[src/rtl/keypad_scanner_pkg.sv]
// keypad_scanner_pkg
//   Shared I/O definitions for the keypad peripheral: register offsets,
//   scanner FSM state encoding and a helper that turns an active-low
//   one-of-four (or several-of-four) pattern into a bit index.
package keypad_scanner_pkg;

   localparam logic [2:0] KEY_ADDR      = 3'b000;
   localparam logic [2:0] KEY_STAT_ADDR = 3'b010;

   typedef enum logic [1:0] {
      SCAN     = 2'd0,
      DEBOUNCE = 2'd1,
      HOLD     = 2'd2
   } kp_state_t;

   // Index of the lowest zero bit; the lowest index wins when several
   // bits are low. An all-ones pattern returns 0 (never used that way).
   function automatic logic [1:0] low_index(input logic [3:0] pat);
      logic [1:0] idx;
      idx = 2'd0;
      for (int i = 3; i >= 0; i--) begin
         if (!pat[i]) idx = 2'(i);
      end
      return idx;
   endfunction

endpackage

[src/rtl/scan_tick_gen.sv]
// scan_tick_gen
//   Down-counter that reloads to DIV after reaching zero and flags the
//   cycle in which it is zero. Tick period is DIV+1 clocks.
// Ports:
//   clock  in  system clock (rising edge)
//   reset  in  synchronous, active-low reset (counter loads DIV)
//   tick   out one-cycle strobe, high while the counter is zero
module scan_tick_gen #(
   parameter logic [15:0] DIV = 16'h0800
) (
   input  logic clock,
   input  logic reset,
   output logic tick
);

   logic [15:0] count;

   always_ff @(posedge clock) begin
      if (!reset) begin
         count <= DIV;
      end else if (count == 16'd0) begin
         count <= DIV;
      end else begin
         count <= count - 16'd1;
      end
   end

   assign tick = (count == 16'd0);

endmodule

[src/rtl/keypad_scanner.sv]
// keypad_scanner
//   4x4 matrix keypad peripheral on the CPU I/O bus. Drives one column low
//   at a time, debounces a press over several scan ticks, latches the key
//   code and exposes key/status registers to CPU reads.
// Ports:
//   clock          in   system clock (rising edge)
//   reset          in   synchronous, active-low reset
//   Select         in   chip select from the I/O decoder (gates reads only)
//   Read_enable    in   CPU read strobe
//   Address [2:0]  in   register offset (KEY_ADDR / KEY_STAT_ADDR)
//   Read_data_out  out  combinational read data, zero unless selected+read
//   Column [3:0]   out  active-low column drive
//   Row [3:0]      in   active-low row sense (pulled up externally)
//   state          out  scanner FSM state, for observation only
//
// Bus handshake: a read is the cycle where Select and Read_enable are both
// high; data is valid in that same cycle, there is no wait state, and a
// key-code read clears valid/overrun at the following rising edge.
module keypad_scanner
   import keypad_scanner_pkg::*;
#(
   parameter logic [15:0] SCAN_DIV       = 16'h0800,
   parameter int          DEBOUNCE_SCANS = 4
) (
   input  logic        clock,
   input  logic        reset,
   input  logic        Select,
   input  logic        Read_enable,
   input  logic [2:0]  Address,
   output logic [15:0] Read_data_out,
   output logic [3:0]  Column,
   input  logic [3:0]  Row,
   output kp_state_t   state
);

   localparam int             CW    = $clog2(DEBOUNCE_SCANS + 1);
   localparam logic [CW-1:0]  DEB_N = CW'(DEBOUNCE_SCANS);

   logic          tick;
   logic [3:0]    row_pat;
   logic [CW-1:0] deb_cnt;
   logic [CW-1:0] rel_cnt;
   logic [3:0]    key;
   logic          valid;
   logic          overrun;
   logic          key_read;
   logic          capture;
   logic [3:0]    code;

   scan_tick_gen #(.DIV(SCAN_DIV)) u_tick (
      .clock (clock),
      .reset (reset),
      .tick  (tick)
   );

   assign key_read = Select && Read_enable && (Address == KEY_ADDR);

   // Final matching sample of a debounce run: this edge latches the key.
   assign capture = tick && (state == DEBOUNCE) && (Row == row_pat) &&
                    (deb_cnt == DEB_N - CW'(1));

   // The column is held from first detection, so it still names the key.
   assign code = {low_index(row_pat), low_index(Column)};

   always_ff @(posedge clock) begin
      if (!reset) begin
         state   <= SCAN;
         Column  <= 4'b1110;
         row_pat <= 4'hF;
         deb_cnt <= '0;
         rel_cnt <= '0;
      end else if (tick) begin
         case (state)
            SCAN: begin
               if (Row == 4'hF) begin
                  Column <= {Column[2:0], Column[3]};
               end else begin
                  row_pat <= Row;
                  deb_cnt <= CW'(1);
                  state   <= DEBOUNCE;
               end
            end
            DEBOUNCE: begin
               if (Row == row_pat) begin
                  if (deb_cnt == DEB_N - CW'(1)) begin
                     deb_cnt <= '0;
                     rel_cnt <= '0;
                     state   <= HOLD;
                  end else begin
                     deb_cnt <= deb_cnt + CW'(1);
                  end
               end else begin
                  deb_cnt <= '0;
                  Column  <= {Column[2:0], Column[3]};
                  state   <= SCAN;
               end
            end
            HOLD: begin
               if (Row == 4'hF) begin
                  if (rel_cnt == DEB_N - CW'(1)) begin
                     rel_cnt <= '0;
                     Column  <= {Column[2:0], Column[3]};
                     state   <= SCAN;
                  end else begin
                     rel_cnt <= rel_cnt + CW'(1);
                  end
               end else begin
                  rel_cnt <= '0;
               end
            end
            default: begin
               state  <= SCAN;
               Column <= 4'b1110;
            end
         endcase
      end
   end

   // Capture takes priority over the clear from a same-edge key read.
   // overrun only becomes set when an earlier key is still unread.
   always_ff @(posedge clock) begin
      if (!reset) begin
         key     <= 4'h0;
         valid   <= 1'b0;
         overrun <= 1'b0;
      end else if (capture) begin
         key     <= code;
         valid   <= 1'b1;
         overrun <= overrun | valid;
      end else if (key_read) begin
         valid   <= 1'b0;
         overrun <= 1'b0;
      end
   end

   always_comb begin
      Read_data_out = 16'h0000;
      if (Select && Read_enable) begin
         case (Address)
            KEY_ADDR:      Read_data_out = {12'h000, key};
            KEY_STAT_ADDR: Read_data_out = {14'b0, overrun, valid};
            default:       Read_data_out = 16'h0000;
         endcase
      end
   end

endmodule

[config.mk]
export PLATFORM = sky130hd
export DESIGN_NAME = keypad_scanner
export DESIGN_NICKNAME = d
export VERILOG_FILES = /design/src/rtl/keypad_scanner_pkg.sv /design/src/rtl/scan_tick_gen.sv /design/src/rtl/keypad_scanner.sv
export SDC_FILE = /design/constraint.sdc
export NUM_CORES = 1
export LEC_CHECK = 0
export ABC_AREA = 1
export ABC_CLOCK_PERIOD_IN_PS = 1500
export BUFFER_PORTS_ARGS = -buffer_cell sky130_fd_sc_hd__buf_2
export CORE_ASPECT_RATIO = 0.7
export CORE_MARGIN = 8
export CORE_UTILIZATION = 51
export CTS_CLUSTER_SIZE = 24
export DETAILED_ROUTE_END_ITERATION = 7
export PLACE_DENSITY = 0.76
export SLEW_MARGIN = 25
export SYNTH_ARGS = -nofsm -noshare
export SYNTH_HDL_FRONTEND = slang
export SYNTH_SLANG_ARGS = --single-unit
[constraint.sdc]
create_clock -name clock -period 1.5 [get_ports clock]
set_input_delay 0.225 -clock clock [delete_from_list [all_inputs] [get_ports clock]]
set_output_delay 0.225 -clock clock [all_outputs]
set_load 0.01 [all_outputs]
==> summary.md <==
| Metric | Value |
|---|---|
| Outcome | `finished, final reports clean` |
| Area occupied by multi-input gates | `1240 um^2` |
| RSZ-0062 raised after global routing | `true` |
| Total chip power | `0.003193 W` |
| Total number of yosys warnings | `0` |
| Endpoint type of the worst setup path | `register` |
| Required time at the worst-slack endpoint | `1.69 ns` |
| Share of the cycle needed by the critical path after routing | `99.44%` |
| Final Slew Violations | `0` |
| Final setup violation count | `0` |
| Mean number of vias per cell | `4.850` |
| Count of endpoints failing hold in the final timing report | `0` |
| Share of layout cells above drive strength 1 | `26.80%` |
| Longest Clk Path Bufs | `2` |
| Cell count after synthesis | `303` |
| Crit path max-delay cell type | `dfxtp_1` |
| Area delta synth->final | `20.44%` |
| First-pass GRT wire length | `7527 um` |
| Die width | `93.15 um` |
| Overall overflow remaining after global route | `0` |
| Type of the worst min-delay path | `input port to register` |
| Antenna-violating nets left | `0` |
| Sequential-to-total area share from yosys stat | `35.81%` |
| Total number of vias | `1935` |
| Post-detailed-route wirelength per cell | `11.94 um` |
| Sum of negative setup slack | `0 ns` |
| Area taken by flip-flops and latches | `767.0 um^2` |
| Routed wire length | `4763 um` |
| CTS root buf | `clkbuf_8` |
| Highest metal layer used by the detailed router | `met4` |
| Antenna diode count | `0` |
| Met1 routed wirelength after detailed routing | `2465 um` |
| Cell area after synthesis | `2125 um^2` |
| Leakage component of the power | `1.195 nW` |
| Clk sinks | `38` |
| Iteration-0 DRC count of the detailed router | `141` |
| Overall die height | `70 um` |
| Placed wire-length estimate after detailed placement | `3455 um` |
| CP max stage delay | `0.32 ns` |
| Launching element type of the critical path | `register` |
| Worst setup path category | `register to register` |
| Number of global-route vias before repair | `1648` |
| Flip-flop and latch count after synthesis | `38` |
| Final WS setup | `0.008380 ns` |
| Pin count of the biggest net entering global routing | `16` |
| Combinational family with the most area after synthesis | `simple AND/OR/NAND/NOR gates` |
| GPL Wtd Cong | `0.8194` |
| Core Footprint | `3970 um^2` |
| Antenna violations before repair | `0` |
| Total of max-cap violations | `0` |
| Clk Latency, worst-skew pair | `0.29 ns` |
| Max rail drop VDD | `0.7628 mV` |
| Clock buffers created by TritonCTS | `5` |
| Share of the synthesized area in compound gates (AO/OA/AOI/OAI) | `9.069%` |
| Deepest level of the CTS H-tree | `2` |
| Average instance area after synthesis | `7.012 um^2` |
| Count of buffers inserted at the top-level ports | `20` |
| Initial Util | `53.51%` |
| Library cells used by synthesis | `33` |
| Number of standard-cell rows in the floorplan | `19` |
| Most frequent cells in the layout | `nand2_1 (68), nor2_1 (35), dfxtp_1 (33)` |
| Worst setup timing slack at the placement stage | `-0.01235 ns` |
| Wire length on met2 | `1931 um` |
| Synthesized-area fraction occupied by xor and xnor cells | `2.473%` |
| Maximum clock frequency | `670.4 MHz` |
| Pwr per Cell Area | `1248 nW/um^2` |
| Post-synthesis share of cell area spent on full adders, half adders and majority gates | `4.122%` |
| Biggest fanout along the worst timing path | `7` |
| CP Data Arrival Time | `1.68 ns` |
| Chain of cells forming the critical path | `inv_2 > ha_4 > nand2_4 > nor2_4 > nand3_4 > clkinv_4 > nand2_4 > nor2_8 > inv_2 > nor2_2 > nor2_1` |
| Commonest non-fill, non-tap cell in the layout | `nand2_1` |
| Post-synthesis simple-gate area fraction | `36.75%` |
| Filler instances | `347` |
| Number of primary I/O pins | `33` |
| GRT Resource Usage Total | `14.30%` |
| Pre-Repair DR Iteration Count | `4` |
| Minimum clock period | `1.492 ns` |
| Portion of netlist area occupied by mux cells | `0%` |
| Final core occ | `64.45%` |
| Clock transition time at the flip-flop clock pins of the worst setup and hold paths | `0.08 ns` |
| Clock tree from TritonCTS | `yes` |
| Final #Nets | `365` |
| Total Die Area | `6520 um^2` |
| Skew final | `0.008048 ns` |
| DRC Markers | `0` |
| Met3 wire length | `298 um` |
[state kept, by name, indices dropped and copies added, names as in the netlist]
name and flops:
deb_cnt 3, row_pat 4, Column 4, state 2
u_tick.count 16, valid 1, rel_cnt 3, overrun 1
key 4
[logic make-up (layout without fill, tap and decap cells)]
kind of cell / Yosys count / count (layout)
AND/OR/NAND/NOR: 164 / 164
buffers and inverters: 51 / 84
flip-flops: 38 / 38
AO/OA/AOI/OAI: 36 / 36
adder cells (fa/ha/maj): 7 / 7
XOR/XNOR: 6 / 6
other: 1 / 12
[path summary, 6_finish.rpt]
check                                startpoint                to  slack (ns)  cells after the start
worst min register to register  u_tick.count[0]   u_tick.count[0]        0.41                      1
worst min-delay path                      reset  u_tick.count[11]        0.21                      2
worst max register to register  u_tick.count[1]            key[3]       0.008                     11
worst max-delay path            u_tick.count[1]            key[3]       0.008                     11
[metal layers]
layer | GRT usage, % | vias to the layer above
met5 | 0 | -
met4 | 6.406 | 0
met3 | 4.269 | 6
met2 | 19.40 | 45
met1 | 19.96 | 861
li1 | - | 1023
[synth_stat cells (all sizes together)]
library cell	instances	area [um^2]
dfxtp	38	760.7
a211oi	1	7.510
conb	1	3.750
nand2	74	290.3
a21oi	17	85.08
nor3	6	35.03
ha	7	87.58
and2	1	6.260
o21ai	14	70.07
inv	35	131.4
nor2	52	246.5
xnor2	3	26.28
xor2	3	26.28
nand3	22	142.6
nand4	2	12.51
clkbuf	1	3.750
clkinv	1	8.760
o211ai	4	30.03
nand3b	2	15.01
nor3b	1	7.510
buf	14	102.6
or2	4	25.03
[final cells by class]
class	count	share of cell area, %
flip-flops and latches	38	29.98
clock buffers	7	2.983
multi-input cells	225	48.46
inverters	36	5.477
repair buffers	41	10.56
well taps	52	2.543
[critical path: cells and delay by family, from the launching register on]
kind / cells / cell delay (ns)
adder cells (fa/ha/maj): 1 / 0.14
AND/OR/NAND/NOR: 7 / 0.70
flip-flops: 1 / 0.32
buffers and inverters: 3 / 0.24
[metrics by stage]
stage / hold slack [ns] / cell area (um^2) / cells
2_1_floorplan: 0.3794 / 2166 / 314
3_3_place_gp: 0.4011 / 2365 / 388
3_5_place_dp: 0.4051 / 2365 / 388
4_1_cts: 0.1985 / 2444 / 395
5_1_grt: 0.2151 / 2559 / 399
6_report: 0.2103 / 2559 / 399
[power by group]
| group | switching [W] | total [W] | internal [W] |
|---|---|---|---|
| Combinational | 0.000675 | 0.00124 | 0.000562 |
| Clock | 0.000347 | 0.000668 | 0.000320 |
| Sequential | 0.000132 | 0.00129 | 0.00116 |
[timing repair]
| action | in CTS | in global routing |
|---|---|---|
| setup endpoints to repair | 3 | 26 |
| hold buffers | 0 | 0 |
| gates resized for setup | 1 | 30 |
| buffers inserted | 0 | 4 |
| pin swaps | 1 | 15 |
No activity file was read; power rests on OpenSTA's default activity.
